--- config.mk ---
export PLATFORM = sky130hd
export DESIGN_NAME = mips_cpu_fetch_flat
export DESIGN_NICKNAME = d
export VERILOG_FILES = /design/src/rtl/mips_cpu_fetch_if.sv /design/src/rtl/mips_cpu_fetch.sv /design/src/flat_wrapper.sv
export SDC_FILE = /design/constraint.sdc
export NUM_CORES = 1
export LEC_CHECK = 0
export ABC_CLOCK_PERIOD_IN_PS = 3200
export CORE_UTILIZATION = 40
export CTS_CLUSTER_DIAMETER = 100
export CTS_CLUSTER_SIZE = 10
export DETAILED_ROUTE_END_ITERATION = 10
export DONT_BUFFER_PORTS = 1
export GPL_ROUTABILITY_DRIVEN = 1
export PLACE_DENSITY = 0.59
export SLEW_MARGIN = 40
export SYNTH_ARGS = -nofsm -noshare
export SYNTH_HDL_FRONTEND = slang
export SYNTH_SLANG_ARGS = --single-unit
--- constraint.sdc ---
create_clock -name clk -period 3.2 [get_ports clk]
set_clock_uncertainty 0.05 [all_clocks]
set_input_delay 0.64 -clock clk [delete_from_list [all_inputs] [get_ports clk]]
set_output_delay 0.64 -clock clk [all_outputs]
set_load 0.05 [all_outputs]
--- src/rtl/mips_cpu_fetch_if.sv ---
// Fetch-unit bus: next-PC feedback, decoder handshake and the Avalon-MM
// instruction read master, bundled so the CPU top can pass it as one port.
interface mips_cpu_fetch_if;
    logic [31:0] pcnext_in;
    logic        branch_taken;
    logic        advance;
    logic        avm_waitrequest;
    logic [31:0] avm_readdata;
    logic [31:0] pc_out;
    logic [31:0] instr;
    logic        instr_valid;
    logic [31:0] avm_address;
    logic        avm_read;
    logic [3:0]  avm_byteenable;
    logic        active;
    logic        fault;

    // Fetch unit side
    modport master (
        input  pcnext_in, branch_taken, advance, avm_waitrequest, avm_readdata,
        output pc_out, instr, instr_valid, avm_address, avm_read,
               avm_byteenable, active, fault
    );

    // Environment side (next-PC logic, decoder, instruction memory)
    modport slave (
        output pcnext_in, branch_taken, advance, avm_waitrequest, avm_readdata,
        input  pc_out, instr, instr_valid, avm_address, avm_read,
               avm_byteenable, active, fault
    );
endinterface

--- src/rtl/mips_cpu_fetch.sv ---
// MIPS instruction-fetch unit. Holds the architectural PC, reads one word per
// instruction over Avalon-MM, hands it to the decoder, applies the branch
// delay slot and stops the CPU on the halt address or a misaligned target.
module mips_cpu_fetch #(
    parameter logic [31:0] RESET_VECTOR = 32'hBFC0_0000,
    parameter logic [31:0] HALT_ADDR    = 32'h0000_0000
) (
    input  logic             clk,
    input  logic             reset,
    mips_cpu_fetch_if.master bus
);

    typedef enum logic [1:0] {
        ST_IDLE   = 2'd0,
        ST_FETCH  = 2'd1,
        ST_HOLD   = 2'd2,
        ST_HALTED = 2'd3
    } state_t;

    state_t      state_r;
    logic [31:0] pc_r;
    logic [31:0] instr_r;
    logic        instr_valid_r;
    logic        avm_read_r;
    logic        active_r;
    logic        fault_r;
    logic        delay_pending_r;
    logic [31:0] delay_target_r;

    logic [31:0] new_pc_s;
    logic        halt_hit_s;
    logic        misalign_s;

    // Address taken on advance: a pending branch target wins over pc+4; the
    // branch instruction itself always proceeds to its delay slot.
    always_comb begin
        new_pc_s   = pc_r + 32'd4;
        halt_hit_s = 1'b0;
        misalign_s = 1'b0;
        if (delay_pending_r) begin
            new_pc_s = delay_target_r;
        end else begin
            new_pc_s = pc_r + 32'd4;
        end
        halt_hit_s = (new_pc_s == HALT_ADDR);
        misalign_s = (new_pc_s[1:0] != 2'b00);
    end

    // Fetch state machine; every bus-facing output is a register so avm_read
    // has no combinational path from waitrequest and drops at once on reset.
    always_ff @(posedge clk or posedge reset) begin
        if (reset) begin
            state_r         <= ST_IDLE;
            pc_r            <= RESET_VECTOR;
            instr_r         <= 32'h0000_0000;
            instr_valid_r   <= 1'b0;
            avm_read_r      <= 1'b0;
            active_r        <= 1'b0;
            fault_r         <= 1'b0;
            delay_pending_r <= 1'b0;
            delay_target_r  <= 32'h0000_0000;
        end else begin
            case (state_r)
                ST_IDLE: begin
                    state_r    <= ST_FETCH;
                    active_r   <= 1'b1;
                    avm_read_r <= 1'b1;
                end
                ST_FETCH: begin
                    if (!bus.avm_waitrequest) begin
                        instr_r       <= bus.avm_readdata;
                        instr_valid_r <= 1'b1;
                        avm_read_r    <= 1'b0;
                        state_r       <= ST_HOLD;
                    end else begin
                        avm_read_r    <= 1'b1;
                        state_r       <= ST_FETCH;
                    end
                end
                ST_HOLD: begin
                    if (bus.advance) begin
                        pc_r          <= new_pc_s;
                        instr_valid_r <= 1'b0;
                        // Branches inside a delay slot are not architecturally visible.
                        if (delay_pending_r) begin
                            delay_pending_r <= 1'b0;
                        end else if (bus.branch_taken) begin
                            delay_target_r  <= bus.pcnext_in;
                            delay_pending_r <= 1'b1;
                        end else begin
                            delay_pending_r <= 1'b0;
                        end
                        if (halt_hit_s) begin
                            state_r  <= ST_HALTED;
                            active_r <= 1'b0;
                        end else if (misalign_s) begin
                            state_r  <= ST_HALTED;
                            active_r <= 1'b0;
                            fault_r  <= 1'b1;
                        end else begin
                            state_r    <= ST_FETCH;
                            avm_read_r <= 1'b1;
                        end
                    end else begin
                        state_r <= ST_HOLD;
                    end
                end
                ST_HALTED: begin
                    state_r       <= ST_HALTED;
                    active_r      <= 1'b0;
                    avm_read_r    <= 1'b0;
                    instr_valid_r <= 1'b0;
                end
                default: begin
                    state_r       <= ST_HALTED;
                    active_r      <= 1'b0;
                    avm_read_r    <= 1'b0;
                    instr_valid_r <= 1'b0;
                end
            endcase
        end
    end

    assign bus.pc_out         = pc_r;
    assign bus.avm_address    = pc_r;
    assign bus.avm_read       = avm_read_r;
    assign bus.avm_byteenable = 4'hF;
    assign bus.instr          = instr_r;
    assign bus.instr_valid    = instr_valid_r;
    assign bus.active         = active_r;
    assign bus.fault          = fault_r;

endmodule

--- src/flat_wrapper.sv ---
// flat-port wrapper written by rule: the top's interface ports become plain ports
module mips_cpu_fetch_flat 
#(
    parameter logic [31:0] RESET_VECTOR = 32'hBFC0_0000,
    parameter logic [31:0] HALT_ADDR    = 32'h0000_0000
)
  (clk, reset, bus_pcnext_in, bus_branch_taken, bus_advance, bus_avm_waitrequest, bus_avm_readdata, bus_pc_out, bus_instr, bus_instr_valid, bus_avm_address, bus_avm_read, bus_avm_byteenable, bus_active, bus_fault);
  mips_cpu_fetch_if bus_i ();
  input  logic clk;
  input  logic reset;
  input wire logic [$bits(bus_i.pcnext_in)-1:0] bus_pcnext_in;
  input wire logic [$bits(bus_i.branch_taken)-1:0] bus_branch_taken;
  input wire logic [$bits(bus_i.advance)-1:0] bus_advance;
  input wire logic [$bits(bus_i.avm_waitrequest)-1:0] bus_avm_waitrequest;
  input wire logic [$bits(bus_i.avm_readdata)-1:0] bus_avm_readdata;
  output wire logic [$bits(bus_i.pc_out)-1:0] bus_pc_out;
  output wire logic [$bits(bus_i.instr)-1:0] bus_instr;
  output wire logic [$bits(bus_i.instr_valid)-1:0] bus_instr_valid;
  output wire logic [$bits(bus_i.avm_address)-1:0] bus_avm_address;
  output wire logic [$bits(bus_i.avm_read)-1:0] bus_avm_read;
  output wire logic [$bits(bus_i.avm_byteenable)-1:0] bus_avm_byteenable;
  output wire logic [$bits(bus_i.active)-1:0] bus_active;
  output wire logic [$bits(bus_i.fault)-1:0] bus_fault;
  assign bus_i.pcnext_in = bus_pcnext_in;
  assign bus_i.branch_taken = bus_branch_taken;
  assign bus_i.advance = bus_advance;
  assign bus_i.avm_waitrequest = bus_avm_waitrequest;
  assign bus_i.avm_readdata = bus_avm_readdata;
  assign bus_pc_out = bus_i.pc_out;
  assign bus_instr = bus_i.instr;
  assign bus_instr_valid = bus_i.instr_valid;
  assign bus_avm_address = bus_i.avm_address;
  assign bus_avm_read = bus_i.avm_read;
  assign bus_avm_byteenable = bus_i.avm_byteenable;
  assign bus_active = bus_i.active;
  assign bus_fault = bus_i.fault;
  mips_cpu_fetch #(.RESET_VECTOR(RESET_VECTOR), .HALT_ADDR(HALT_ADDR)) u_core (.clk(clk), .reset(reset), .bus(bus_i));
endmodule
==> metrics.yaml, run 1 <==
logic_synthesis:
  netlist_area_um2: 5760
  synthXorXnorAreaFrac_pct: 2.13
  netlist_instances: 552
  synth_top_family_by_area: "simple AND/OR/NAND/NOR gates"
  yosysWarnings: 0
  synthFlopType: "dfrtp_1"
  synthAdderAreaFrac_pct: 0.217
  avgSynthCellArea_um2: 10.4
  synth_mux_area_share_pct: 14.2
  ys_ff_latch: 103
  synth_compound_area_share_pct: 13.9
  synth_simple_gate_area_share_pct: 15.2
  netlist_top_cells_count: "dfrtp_1, mux2_2, o21ai_0, buf_4, nand2_1"
  synth.top_cells.by_area: "dfrtp_1, mux2_2, buf_4"
  ys_seq_area_share_pct: 44.9
  yosysTopAreaCell: "dfrtp_1"
  synth_top_area_share_pct: 40.8
  async_flop_share_pct: 100
  synth_most_common_cell: "dfrtp_1"
  synth_edf_count: 0
  synth.distinct_cells: 73
global_route:
  grt_pass1_vias: 4373
  globalRouteOverflowTotal: 0
  grt_first_pass_wirelength_um: 23600
  antenna_found_initial: 3
  grt_max_degree: 66
  grtUsageTotal_pct: 21.0
finish:
  drive_above_1_share_pct: 31.1
  nNetsFinal: 614
  syn2layout_area_growth_pct: 7.45
  finish.utilization_pct: 44.3
  stdcell_count: 731
  fin_area_um2: 6190
critical_path:
  cp_num_buf_inv: 0
  cp.arrival_ns: 3.28
  worstRegToRegCells: 8
  cpMaxStageDelayCell: "or4_4"
  r2r_setup_slack_ns: 0.11
  crit_type: "flop to flop"
  crit_path_end_kind: "flop"
  cp-start-kind: "flop"
  critical-path-max-stage-delay_ns: 0.65
  r2r_end: "u_core.bus.avm_read$_DFFE_PP0P_"
  cp_max_fo: 10
  cp_data_required_time_ns: 3.40
  r2r_start: "u_core.bus.avm_address[7]$_DFFE_PP0P_"
  cp_top_family: "compound AO/OA/AOI/OAI gates"
  path_cells: "nand4_4, or4_4, o31a_1, o31ai_2, o2111ai_1, nor4_2, a2111oi_2, a211o_1"
drt:
  post_drt_wl_per_cell_um: 20.5
  drt_iter0_drc: 279
  wirelength_um: 15000
  drc_errors: 0
  ant_nets: 0
  vias_per_cell: 5.82
  firstDrtPassIters: 6
  vias: 4258
floorplanning:
  row_count: 43
  ios: 173
  coreArea_um2: 14000
  fp.dieW_um: 122
  die_h_um: 122
  start_util_pct: 41.2
  dieArea_um2: 14900
power_and_ir_drop:
  finalPower_mw: 7.38
  leakage_nw: 2.55
  peakVddDrop_uv: 611
  power.density_nw_per_um2: 1190
timing:
  tns_ns: 0
  fin_ws_ns: 0.112
  hold_violations: 0
  hold_slack_ns: 0.103
  setup_violations: 0
  period_needed_ns: 3.09
  relSlewSlack_pct: 63.4
  slew_violations: 0
  rsz0062_at_grt: "no"
  max_freq_mhz: 324
  final.period_utilization_pct: 96.5
  timing_worst_slew_pin_value_ns: 0.544
status:
  outcome: "completed"
clock_network:
  clkSinkCount: 103
  ctsResizeCount: 0
  tritoncts: "done"
  clock_path_buffers: 2
  cts_buffers: 9
  cts_hold_buffers: 0
  cts-root-buf: "clkbuf_16"
  cts_setup_buffers: 0
  clkTransAtPathRegs_ns: 0.08
  clock_latency_ns: 0.36
  htreeDepth: 3
place:
  pre_cts_ws_ns: 0.153
  io_buffers: 0
  place_hpwl_um: 11100
  place.gp.congestion: 0.918
  placed_cell_area_um2: 5900
  place_inst: 713
run:
  drv_cap: 0
hold_path:
  hp-class: "input pin to async pin"
[worst max path at each step]
stage / from / slack (ns) / cells past startpoint / to
floorplan: u_core.bus.avm_address[11]$_DFFE_PP0P_ / 0.04 / 10 / u_core.bus.avm_read$_DFFE_PP0P_
global placement: u_core.bus.avm_address[7]$_DFFE_PP0P_ / 0.25 / 8 / u_core.bus.avm_read$_DFFE_PP0P_
detailed placement: u_core.bus.avm_address[7]$_DFFE_PP0P_ / 0.15 / 8 / u_core.bus.avm_read$_DFFE_PP0P_
CTS: u_core.bus.avm_address[7]$_DFFE_PP0P_ / 0.15 / 8 / u_core.bus.avm_read$_DFFE_PP0P_
global route: u_core.bus.avm_address[7]$_DFFE_PP0P_ / 0.04 / 8 / u_core.bus.avm_read$_DFFE_PP0P_
finish: u_core.bus.avm_address[7]$_DFFE_PP0P_ / 0.11 / 8 / u_core.bus.avm_read$_DFFE_PP0P_
[metal layers]
layer | share of wire, % | track usage (%) | vias to the layer above
met2 | 47 | 31.6 | 218
met4 | 2.9 | 11.4 | 2
met5 | 0.067 | 0 | -
met3 | 10 | 7.12 | 33
met1 | 40 | 26.4 | 2041
li1 | - | - | 1964
[cells by family (layout without fill, tap and decap cells)]
logic type                 after synthesis  after routing
buffers and inverters                   84             78
muxes                                   73             73
DFF                                    103            103
AOI/OAI and AO/OA                      117            117
and+or+nand+nor                        159            159
xor gates and xnor gates                14             14
adders and majority gates                1              1
other                                    1              6
[worst register-to-register path: cells and delay by family, from the launching register on]
kind / cells / cell delay, ns
DFF: 1 / 0.55
AOI/OAI and AO/OA: 5 / 1.31
and+or+nand+nor: 3 / 1.07
[state kept, by name, indices dropped and copies added, names as in the netlist]
register	count
u_core.bus.instr_valid	1
u_core.delay_target_r	32
u_core.bus.active	1
u_core.state_r	2
u_core.delay_pending_r	1
u_core.bus.avm_address	32
u_core.bus.avm_read	1
u_core.bus.fault	1
u_core.bus.instr	32
[cells in the final DEF (no fill, tap or decap), types with 9 or more instances in the layout]
cell,synthesis,routed
dfrtp_1,94,91
mux2_2,68,68
buf_4,39,49
o21ai_0,40,40
nand2_1,39,39
nor2_1,36,36
nand3_1,18,18
a21oi_1,18,18
nor4_1,16,16
inv_1,11,10
xnor2_1,10,10
clkbuf_16,0,9
dfstp_2,9,9
[report_power, final]
part           switching (mW)  internal, mW
clock network           0.535         0.550
registers                1.35          1.88
logic                    2.06          1.01
total                    3.94          3.44
[layout make-up]
type	count	area (um2)
antenna	2	5.00
clock inverter	6	57.6
timing repair buffer	50	388
tap	180	225
clock buffer	10	229
fill	1362	7800
multi-input combinational	368	2650
sequential	103	2590
inverter	12	48.8
Power figures use the tool's default switching activity.
==> run 2, diff against run 1 <==
--- a/config.mk
+++ b/config.mk
@@ -6,12 +6,13 @@
 export NUM_CORES = 1
 export LEC_CHECK = 0
 export ABC_CLOCK_PERIOD_IN_PS = 3200
+export CAP_MARGIN = 20
 export CORE_UTILIZATION = 40
-export CTS_CLUSTER_DIAMETER = 100
 export CTS_CLUSTER_SIZE = 10
 export DETAILED_ROUTE_END_ITERATION = 10
 export DONT_BUFFER_PORTS = 1
 export GPL_ROUTABILITY_DRIVEN = 1
+export GPL_TIMING_DRIVEN = 0
 export PLACE_DENSITY = 0.59
 export SLEW_MARGIN = 40
 export SYNTH_ARGS = -nofsm -noshare
==> run 2 against run 1 <==
  * Combinational power down 4%
  * Wire length up 13%
  * Cell count up 6.6%
  * First-iteration DRC count up 43%
  * Core utilization up 5.1 points
==> metrics.yaml, run 2 (same netlist as run 1, synthesis figures left out) <==
global_route:
  grt_max_degree: 24  # was 66
  globalRouteOverflowTotal: 0  # unchanged
  grtUsageTotal_pct: 22.8  # was 21.0%
  antenna_found_initial: 1  # was 3
  grt_pass1_vias: 4473  # was 4,373
  grt_first_pass_wirelength_um: 25600  # was 23,600 um
clock_network:
  cts_hold_buffers: 0  # unchanged
  clkSinkCount: 103  # unchanged
  htreeDepth: 3  # unchanged
  tritoncts: "done"  # unchanged
  clkTransAtPathRegs_ns: 0.07  # was 0.08 ns
  cts_buffers: 9  # unchanged
  cts-root-buf: "clkbuf_16"  # unchanged
  clock_latency_ns: 0.35  # was 0.36 ns
  clock_path_buffers: 2  # unchanged
timing:
  timing_worst_slew_pin_value_ns: 0.739  # was 0.544 ns
  slew_violations: 0  # unchanged
  setup_violations: 0  # unchanged
  final.period_utilization_pct: 98.1  # was 96.5%
  relSlewSlack_pct: 50.8  # was 63.4%
  rsz0062_at_grt: "yes"  # was no
  max_freq_mhz: 318  # was 324 MHz
  period_needed_ns: 3.14  # was 3.09 ns
  hold_slack_ns: 0.153  # was 0.103 ns
  hold_violations: 0  # unchanged
finish:
  fin_area_um2: 6900  # was 6190 um2
  nNetsFinal: 663  # was 614
  syn2layout_area_growth_pct: 19.7  # was 7.45%
  drive_above_1_share_pct: 39.8  # was 31.1%
  finish.utilization_pct: 49.3  # was 44.3%
  final_common_cell: "dfrtp_1"  # unchanged
  final_cell_mix: "dfrtp_1, mux2_2, buf_4"  # unchanged
drt:
  ant_nets: 0  # unchanged
  vias: 4702  # was 4,258
  wirelength_um: 16900  # was 15,000 um
  drc_errors: 0  # unchanged
  drt_iter0_drc: 400  # was 279
  vias_per_cell: 6.04  # was 5.82
  post_drt_wl_per_cell_um: 21.7  # was 20.5 um
  firstDrtPassIters: 5  # was 6
floorplanning:
  ios: 173  # unchanged
  dieArea_um2: 14900  # unchanged
  row_count: 43  # unchanged
  fp.dieW_um: 122  # unchanged
  start_util_pct: 41.2  # unchanged
  coreArea_um2: 14000  # unchanged
  die_h_um: 122  # unchanged
place:
  place_hpwl_um: 12100  # was 11,100 um
  place.gp.congestion: 0.878  # was 0.918
  io_buffers: 0  # unchanged
  placed_cell_area_um2: 6120  # was 5900 um2
critical_path:
  r2r_setup_slack_ns: 0.06  # was 0.11 ns
  cp-start-kind: "flop"  # unchanged
  crit_type: "flop to flop"  # unchanged
  path_common_cell: "buf_4"
  cp.arrival_ns: 3.31  # was 3.28 ns
  cpMaxStageDelayCell: "dfrtp_2"  # was or4_4
  critical-path-max-stage-delay_ns: 0.54  # was 0.65 ns
  cp_max_fo: 6  # was 10
  path_cells: "buf_6, nand4_1, buf_4, or4_4, o31a_1, o31ai_4, buf_4, nand3_1, or3_1, o21ai_2, o221ai_1"  # was nand4_4, or4_4, o31a_1, o31ai_2, o2111ai_1, nor4_2, a2111oi_2, a211o_1
  crit_path_end_kind: "flop"  # unchanged
  cp_data_required_time_ns: 3.37  # was 3.40 ns
power_and_ir_drop:
  leakage_nw: 2.85  # was 2.55 nW
  power.density_nw_per_um2: 1140  # was 1190 nW/um2
  peakVddDrop_uv: 700  # was 611 uV
  finalPower_mw: 7.86  # was 7.38 mW
hold_path:
  hp-class: "input pin to async pin"  # unchanged
run:
  drv_cap: 0  # unchanged
status:
  outcome: "completed"  # unchanged
[run 2: cell count changes in the layout (fill, tap and decap cells not counted), sizes merged]
cell	previous run	this run
clkbuf	10	35
clkinv	1	4
diode	2	1
buf	50	73
inv	16	13
or4	2	3
[run 2: final cells by class]
cell class              count  area, um2
diodes                      1       2.50
plain buffers              70        514
clock buffers              10        239
clock inverters             6       62.6
fillers                  1287       7090
inverters                  12       48.8
multi-input cells         369       2900
flip-flops and latches    103       2630
well taps                 180        225
repair buffers             28        284
[run 2: what timing repair did]
action                                 CTS  global route
setup endpoints to repair                7            23
buffers inserted                        15             9
gates cloned                             0             1
pin swaps                               12            13
resized for setup                       42            27
endpoints found under the hold margin    0             0
[run 2: worst max-delay path, delay by kind of cell, from the launching register on]
kind | cells | cell delay, ns
compound gates | 4 | 0.82
buf+inv | 3 | 0.52
flops | 1 | 0.54
simple gates | 4 | 1.06
[run 2: report_power, final]
group          total [mW]  internal (mW)  switching [mW]  leakage (nW)
combinational        2.95           1.23            1.72          1.46
sequential           3.82           1.90            1.92          1.24
clock                1.09          0.568           0.521         0.148
[run 2: metrics by stage]
step	TNS [ns]	setup slack, ns	std cells
2_1_floorplan	0	0.0399	555
3_3_place_gp	-2.20	-0.749	735
3_5_place_dp	-2.06	-0.735	739
4_1_cts	0	0.0123	768
5_1_grt	-0.0441	-0.0322	779
6_report	0	0.0602	779
[run 2: final timing paths]
check                      cells after the start                              startpoint                                      to
max reg2reg                                   11  u_core.bus.avm_address[13]$_DFFE_PP0P_           u_core.bus.active$_DFFE_PP0P_
min                                            1                                   reset    u_core.delay_target_r[3]$_DFFE_PP0P_
min in group clk                               1                             bus_advance           u_core.bus.active$_DFFE_PP0P_
max in group asynchronous                      3                                   reset  u_core.bus.avm_address[26]$_DFFE_PP1P_
min reg2reg                                    1   u_core.delay_target_r[26]$_DFFE_PP0P_   u_core.delay_target_r[26]$_DFFE_PP0P_
max                                           11  u_core.bus.avm_address[13]$_DFFE_PP0P_           u_core.bus.active$_DFFE_PP0P_
[run 2: per-layer routing]
layer	wire, um	vias up	GRT usage [%]
li1	-	2069	-
met1	6680	2281	30.4
met2	8010	313	34.9
met3	1810	39	6.60
met4	394	0	8.72
met5	0	-	0
